==> src/rtl/p2s_tx_sched.sv <==
// Transmit scheduler for the 4-lane P2S link: round-robin A/B frame capture,
// serializer valid/enable/bit-counter sequencing and inter-frame idle gap.
module p2s_tx_sched #(
  parameter int unsigned GAP_CYCLES = 2,
  parameter logic [7:0]  IDLE_BYTE  = 8'hBC
) (
  input  logic        IN_CLK_2MHz,
  input  logic        IN_RESET_TX,
  input  logic        IN_REQ_A,
  input  logic [31:0] IN_DATA_A,
  output logic        OUT_ACK_A,
  input  logic        IN_REQ_B,
  input  logic [31:0] IN_DATA_B,
  output logic        OUT_ACK_B,
  output logic [7:0]  OUT_LANE3,
  output logic [7:0]  OUT_LANE2,
  output logic [7:0]  OUT_LANE1,
  output logic [7:0]  OUT_LANE0,
  output logic        OUT_VALID_TX,
  output logic        OUT_ENB_TX,
  output logic [2:0]  OUT_CTR_TX,
  output logic        OUT_GRANT,
  output logic        OUT_BUSY,
  output logic [7:0]  OUT_FRAME_CNT
);

  localparam logic [1:0] StIdle = 2'd0;
  localparam logic [1:0] StSend = 2'd1;
  localparam logic [1:0] StGap  = 2'd2;

  localparam logic [3:0]  GapLoad   = 4'(GAP_CYCLES);
  localparam logic [31:0] IdleLanes = {4{IDLE_BYTE}};

  logic [1:0]  state_q, state_d;
  logic [2:0]  ctr_q, ctr_d;
  logic [3:0]  gap_q, gap_d;
  logic [31:0] lanes_q, lanes_d;
  logic        valid_q, valid_d;
  logic        enb_q, enb_d;
  logic        ack_a_q, ack_a_d;
  logic        ack_b_q, ack_b_d;
  logic        grant_q, grant_d;
  logic        prio_b_q, prio_b_d;  // 1: B wins a tie
  logic [7:0]  frame_cnt_q, frame_cnt_d;

  logic any_req;
  logic win_b;

  assign any_req = IN_REQ_A | IN_REQ_B;
  assign win_b   = IN_REQ_B & (~IN_REQ_A | prio_b_q);

  always_comb begin
    state_d     = state_q;
    ctr_d       = ctr_q;
    gap_d       = gap_q;
    lanes_d     = lanes_q;
    valid_d     = valid_q;
    enb_d       = enb_q;
    ack_a_d     = 1'b0;
    ack_b_d     = 1'b0;
    grant_d     = grant_q;
    prio_b_d    = prio_b_q;
    frame_cnt_d = frame_cnt_q;

    unique case (state_q)
      StIdle: begin
        valid_d = 1'b0;
        enb_d   = 1'b0;
        ctr_d   = 3'd0;
        lanes_d = IdleLanes;
        if (any_req) begin
          state_d  = StSend;
          lanes_d  = win_b ? IN_DATA_B : IN_DATA_A;
          ack_a_d  = ~win_b;
          ack_b_d  = win_b;
          grant_d  = win_b;
          prio_b_d = ~win_b;
          valid_d  = 1'b1;
          enb_d    = 1'b1;
        end
      end

      StSend: begin
        if (ctr_q == 3'd7) begin
          frame_cnt_d = frame_cnt_q + 8'd1;
          ctr_d       = 3'd0;
          if (GAP_CYCLES != 0) begin
            state_d = StGap;
            gap_d   = GapLoad;
            valid_d = 1'b0;
            enb_d   = 1'b1;
            lanes_d = IdleLanes;
          end else if (any_req) begin
            // Back-to-back: recapture without passing through IDLE.
            lanes_d  = win_b ? IN_DATA_B : IN_DATA_A;
            ack_a_d  = ~win_b;
            ack_b_d  = win_b;
            grant_d  = win_b;
            prio_b_d = ~win_b;
            valid_d  = 1'b1;
            enb_d    = 1'b1;
          end else begin
            state_d = StIdle;
            valid_d = 1'b0;
            enb_d   = 1'b0;
            lanes_d = IdleLanes;
          end
        end else begin
          ctr_d = ctr_q + 3'd1;
        end
      end

      StGap: begin
        if (gap_q <= 4'd1) begin
          state_d = StIdle;
          gap_d   = 4'd0;
          enb_d   = 1'b0;
        end else begin
          gap_d = gap_q - 4'd1;
        end
      end

      default: begin
        state_d = StIdle;
        valid_d = 1'b0;
        enb_d   = 1'b0;
        ctr_d   = 3'd0;
        gap_d   = 4'd0;
        lanes_d = IdleLanes;
      end
    endcase
  end

  always_ff @(posedge IN_CLK_2MHz) begin
    if (!IN_RESET_TX) begin
      state_q     <= StIdle;
      ctr_q       <= 3'd0;
      gap_q       <= 4'd0;
      lanes_q     <= IdleLanes;
      valid_q     <= 1'b0;
      enb_q       <= 1'b0;
      ack_a_q     <= 1'b0;
      ack_b_q     <= 1'b0;
      grant_q     <= 1'b0;
      prio_b_q    <= 1'b0;
      frame_cnt_q <= 8'd0;
    end else begin
      state_q     <= state_d;
      ctr_q       <= ctr_d;
      gap_q       <= gap_d;
      lanes_q     <= lanes_d;
      valid_q     <= valid_d;
      enb_q       <= enb_d;
      ack_a_q     <= ack_a_d;
      ack_b_q     <= ack_b_d;
      grant_q     <= grant_d;
      prio_b_q    <= prio_b_d;
      frame_cnt_q <= frame_cnt_d;
    end
  end

  assign OUT_ACK_A     = ack_a_q;
  assign OUT_ACK_B     = ack_b_q;
  assign OUT_LANE3     = lanes_q[31:24];
  assign OUT_LANE2     = lanes_q[23:16];
  assign OUT_LANE1     = lanes_q[15:8];
  assign OUT_LANE0     = lanes_q[7:0];
  assign OUT_VALID_TX  = valid_q;
  assign OUT_ENB_TX    = enb_q;
  assign OUT_CTR_TX    = ctr_q;
  assign OUT_GRANT     = grant_q;
  assign OUT_BUSY      = (state_q != StIdle);
  assign OUT_FRAME_CNT = frame_cnt_q;

endmodule
==> config.mk <==
export PLATFORM = sky130hd
export DESIGN_NAME = p2s_tx_sched
export DESIGN_NICKNAME = d
export VERILOG_FILES = /design/src/rtl/p2s_tx_sched.sv
export SDC_FILE = /design/constraint.sdc
export NUM_CORES = 1
export LEC_CHECK = 0
export CORE_AREA = 2 2 104 106
export DETAILED_ROUTE_END_ITERATION = 6
export DIE_AREA = 0 0 106 108
export PLACE_DENSITY_LB_ADDON = 0.3
export SLEW_MARGIN = 10
export SYNTH_ARGS = -nofsm -noshare
export SYNTH_HDL_FRONTEND = slang
export SYNTH_SLANG_ARGS = --single-unit
==> constraint.sdc <==
create_clock -name IN_CLK_2MHz -period 1.4 [get_ports IN_CLK_2MHz]
set_input_delay 0.28 -clock IN_CLK_2MHz [delete_from_list [all_inputs] [get_ports IN_CLK_2MHz]]
set_output_delay 0.28 -clock IN_CLK_2MHz [all_outputs]
set_load 0.05 [all_outputs]
======== Word level (Yosys, flattened, before mapping) ========
Index checks and enable logic that the tools add are counted.
cells by class
  reductions and logical operators ........ 9
  add/sub/neg operators ................... 3
  equality and inequality tests ........... 6
  bitwise gates (word level) .............. 7
  mux-type cells .......................... 19
  magnitude comparators ................... 1
operators with widths
  kind                                                                    count
  32-bit 2-to-1 mux                                                       3
  32-bit one-hot mux with 3 select lines                                  1
  4-bit one-hot mux with 3 select lines                                   1
  2-bit AND reduction                                                     5
  8-bit by 1-bit adder with 8-bit output (second input constant)          1
  4-bit 2-to-1 mux                                                        2
  2-bit 2-to-1 mux                                                        3
  2-bit != test (second input constant)                                   3
  1-bit one-hot mux with 3 select lines                                   2
  2-bit one-hot mux with 3 select lines                                   1
  3-bit one-hot mux with 2 select lines                                   1
  3-bit AND reduction                                                     2
  4-bit by 1-bit <= comparator with 1-bit output (second input constant)  1
  1-bit 2-to-1 mux                                                        4
  1-bit inverter                                                          4
  4-bit by 1-bit subtractor with 4-bit output (second input constant)     1
  3-bit by 1-bit adder with 3-bit output (second input constant)          1
  3-bit equality test (second input constant)                             1
  3-bit 2-to-1 mux                                                        1
  2-bit by 1-bit equality test with 1-bit output (second input constant)  1
  2-bit equality test (second input constant)                             1
  2-bit logical NOT                                                       1
  1-bit OR                                                                2
  2-bit nonzero test                                                      1
  1-bit AND                                                               1
storage, ports and cells
  bits in registers ....................... 55
  word-level logic and storage cells ...... 56

======== Depth between registers and ports, before layout ========
  word-level depth ........................ 6
  mapped depth ............................ 9
  mapped depth without buffers ............ 6

======== Worst setup path after synthesis ========
OpenSTA, ideal clock, no wires.
  kind .................................... register -> register
  from .................................... register ctr_q[0] (netlist: OUT_CTR_TX[0])
  to ...................................... register frame_cnt_q[7] (netlist: OUT_FRAME_CNT[7])
  arrival ................................. 1.809 ns
  setup slack ............................. -0.536 ns
  clock period less this slack ............ 1.936 ns
  required time ........................... 1.272 ns
  library setup time ...................... 0.128 ns
  stages on the path, launching flop included .. 7
  cells stage by stage .................... dfxtp_1 > ha_1 > ha_1 > nand3_1 > nor4_2 > xnor2_1 > nor2_1
on the way
  longest elaborated chain between the ends .. 2
RTL lines
  element                        RTL line  source
  start: declaration             35        logic [2:0] ctr_q, ctr_d;
  start signal: assignment       149       ctr_q <= ctr_d;
  3-bit equality test            84        if (ctr_q == 3'd7) begin
  2-bit AND reduction (no line)  n/a
  end signal: assignment         158       frame_cnt_q <= frame_cnt_d;
  end: declaration               44        logic [7:0] frame_cnt_q, frame_cnt_d;
No other way between the ends.
A chain may end at the register's enable or synchronous reset.

======== Final worst setup path ========
  from .................................... register gap_q[1]
  to ...................................... register state_q[0]
on the way
  longest elaborated chain between the ends .. 3
RTL lines
  element                                         RTL line  source
  start: declaration                              36        logic [3:0] gap_q, gap_d;
  start signal: assignment                        150       gap_q <= gap_d;
  4-bit by 1-bit <= comparator with 1-bit output  114       if (gap_q <= 4'd1) begin
  2-bit != test (no line)                         n/a
  3-bit AND reduction (no line)                   n/a
  end signal: assignment                          136       state_q <= StIdle;
  end signal: assignment                          148       state_q <= state_d;
  end: declaration                                34        logic [1:0] state_q, state_d;
No other way between the ends.

==> results.ini <==
[power_and_ir_drop]
design_power_total_mw = 5.02
p_per_area_nw_per_um2 = 959
static-leakage-power_nw = 2.09
vdd_drop_max_v = 0.000454

[clock_network]
clk_pin_slew_ps = 100
clkSinkCount = 55
htree_levels = 2
clk_latency_ps = 300
numCtsBuffers = 5
cts_tree = yes
cts_buffer_depth = 2
cts_root_buf = clkbuf_8

[route]
remaining_drc_errors = 0
via_count = 2612
ant_nets = 0
routed_wl_um = 8000
avgRoutedWirePerCell_um = 14.2
viasPerCell = 4.64
drt_iter0_drc = 74
drt-pass1-iter-count = 4

[logic_synthesis]
yosys_warnings = 0
netlist_instances = 273
ys_types = 45
synth_edf_count = 0
syn_area_um2 = 2540
syn_avg_cell_area_um2 = 9.32
synthArstFlopShare_pct = 0
synth_seq_cells = 55
synth-seq-area-share_pct = 43.3
ys.flop_type = dfxtp_1
synth_nets = 349

[placement]
dpl_worst_slack_ps = -369
finalWeightedCongestion = 0.748
place.port_buffers = 116
place_hpwl_um = 5920
placed_area_um2 = 4650

[timing]
layout_worst_path_cycle_share_pct = 111
drv_slew = 0
setup_ws_ps = -156
setup_tns_ps = -5030
finalHoldViolCount = 0
fin_skew_ps = 9.20
rsz0062_at_grt = yes
tightest_slew_ps = 361
slew_headroom_pct = 76.0
max_freq_mhz = 643
setup-violations-final = 47
finalCriticalPeriod_ps = 1560
hold_slack_ps = 515

[worst_hold_path]
hold-path-cell-count = 2
hold_end = lanes_q[25]$_SDFFE_PN0P_
hold_start = lanes_q[25]$_SDFFE_PN0P_
hold_path.class = reg -> reg

[global_route]
grt_overflow = 0
antenna_found_initial = 0
grtUsageTotal_pct = 13.7
grt_max_degree = 23
grt_pass1_vias = 2734
grt_pass1_wl_um = 12800

[floorplan]
dieHeight_um = 108
std_cell_rows = 37
initial_core_util_pct = 24.9
dieArea_um2 = 11400
top_level_ports = 117
die_width_um = 106
core-area_um2 = 10200

[finish]
syn2layout_area_growth_pct = 106
layout-drive-gt1-share_pct = 42.9
finalNetCount = 502
fillers = 896
antenna_cells = 0
final_area_um2 = 5230

[critical_path]
rr_startpoint = gap_q[1]$_SDFFE_PN0P_
critical_path_class = reg -> reg
crit_path_start_kind = flop
r2r_slack_ps = -160
crit_fanout = 8
required_ps = 1580
worstReg2RegEnd = state_q[0]$_SDFFE_PN0P_
reg2reg_depth = 6
worstPathArrival_ps = 1730
endpoint_kind = flop

[run_status]
violations = negative setup slack
outcome = finished, violations left

[flow_run]
cap_viol_max_count = 0

cell families after synthesis:
group,count (synthesis),share of synthesized area [%]
buffers and inverters,29,6.69
DFF,55,43.3
AOI/OAI and AO/OA,61,14.4
muxes,32,12.6
adders and majority gates,8,3.94
and+or+nand+nor,83,17.4
xor gates and xnor gates,5,1.72
worst max path at each step:
stage	startpoint	to	slack, ps	cells after the start
4_1_cts	gap_q[1]$_SDFFE_PN0P_	OUT_ENB_TX$_SDFFE_PN0P_	-130	6
3_5_place_dp	IN_REQ_A	lanes_q[1]$_SDFFE_PN0P_	-370	6
2_1_floorplan	OUT_CTR_TX[1]$_SDFFE_PN0N_	lanes_q[10]$_SDFFE_PN1P_	-90	8
6_report	gap_q[1]$_SDFFE_PN0P_	state_q[0]$_SDFFE_PN0P_	-160	6
3_3_place_gp	IN_REQ_A	lanes_q[30]$_SDFFE_PN0P_	-330	6
5_1_grt	gap_q[0]$_SDFFE_PN0P_	gap_q[1]$_SDFFE_PN0P_	-210	6
worst max-delay path, cell delays in order (launching register included):
cell,delay (ps)
dfxtp_2,340
inv_2,100
ha_4,150
nor2_2,40
o31a_1,360
o311ai_2,340
o31ai_1,110
registers in the layout, indices dropped and copies added (netlist names):
| register | flops |
|---|---|
| OUT_ACK_A | 1 |
| OUT_FRAME_CNT | 8 |
| state_q | 2 |
| OUT_GRANT | 1 |
| OUT_VALID_TX | 1 |
| gap_q | 4 |
| OUT_ENB_TX | 1 |
| lanes_q | 32 |
| prio_b_q | 1 |
| OUT_ACK_B | 1 |
| OUT_CTR_TX | 3 |
metrics by stage:
step / instances / util [%]
5_1_grt: 563 / 51.1
6_report: 563 / 51.1
2_1_floorplan: 273 / -
3_3_place_gp: 541 / 45.4
3_5_place_dp: 541 / 45.4
4_1_cts: 558 / 49.0
power by group:
part | switching [mW] | internal [mW] | leakage [nW]
combinational | 1.06 | 1.16 | 1.59
clock | 0.525 | 0.407 | 0.0484
sequential | 0.160 | 1.70 | 0.457
total | 1.74 | 3.27 | 2.09
Yosys cell counts, types with 2 or more instances:
library cell / n / share of area [%]
buf_4: 4 / 1.2
buf_2: 7 / 1.4
xnor2_1: 3 / 1.0
dfxtp_1: 55 / 43
buf_1: 2 / 0.30
nor3_1: 22 / 4.3
a22oi_1: 2 / 0.59
o311a_1: 2 / 0.79
mux2i_1: 32 / 13
nand4_1: 3 / 0.74
buf_6: 5 / 2.2
nor2b_1: 3 / 0.74
or3_1: 3 / 0.74
xor2_1: 2 / 0.69
nand3_1: 6 / 1.2
a21oi_1: 27 / 5.3
nand2_1: 23 / 3.4
o21ai_0: 7 / 1.4
o31ai_1: 2 / 0.59
nor2_1: 12 / 1.8
clkbuf_1: 2 / 0.30
o22ai_1: 12 / 3.0
ha_1: 8 / 3.9
inv_1: 8 / 1.2
area by class of cell:
type / count / area [µm²] / area share (%)
Multi-Input combinational cell: 189 / 1620 / 31.0
Clock buffer: 7 / 86.3 / 1.65
Timing Repair Buffer: 166 / 2180 / 41.6
Sequential cell: 55 / 1120 / 21.5
Tap cell: 136 / 170 / 3.25
Clock inverter: 1 / 8.76 / 0.167
Inverter: 9 / 45.0 / 0.861
what timing repair did:
| item | CTS | global route |
|---|---|---|
| endpoints found under the setup margin | 44 | 49 |
| gates resized for setup | 42 | 32 |
| pin swaps | 10 | 13 |
| hold buffers | 0 | 0 |
| gates cloned | 0 | 1 |
| endpoints found under the hold margin | 0 | 0 |
| buffers inserted | 9 | 4 |
metal layers:
| layer | vias to the layer above | global-route usage, % | part of all wire [%] |
|---|---|---|---|
| met2 | 80 | 25.3 | 54 |
| met3 | 6 | 3.98 | 5.8 |
| met5 | - | 0 | 0 |
| li1 | 1278 | - | - |
| met4 | 0 | 4.04 | 0.88 |
| met1 | 1248 | 15.3 | 39 |
placed cells by master (no fill, tap or decap), types with 5 or more instances in the layout:
cell type,instances
clkdlybuf4s50_1,67
buf_12,58
dfxtp_1,44
buf_4,35
mux2i_1,32
a21oi_1,24
nor3_2,20
nand2_1,19
nor2_1,10
o22ai_2,9
dfxtp_2,7
clkbuf_8,6
ha_4,5
buf_6,5
Power figures use the tool's default switching activity.
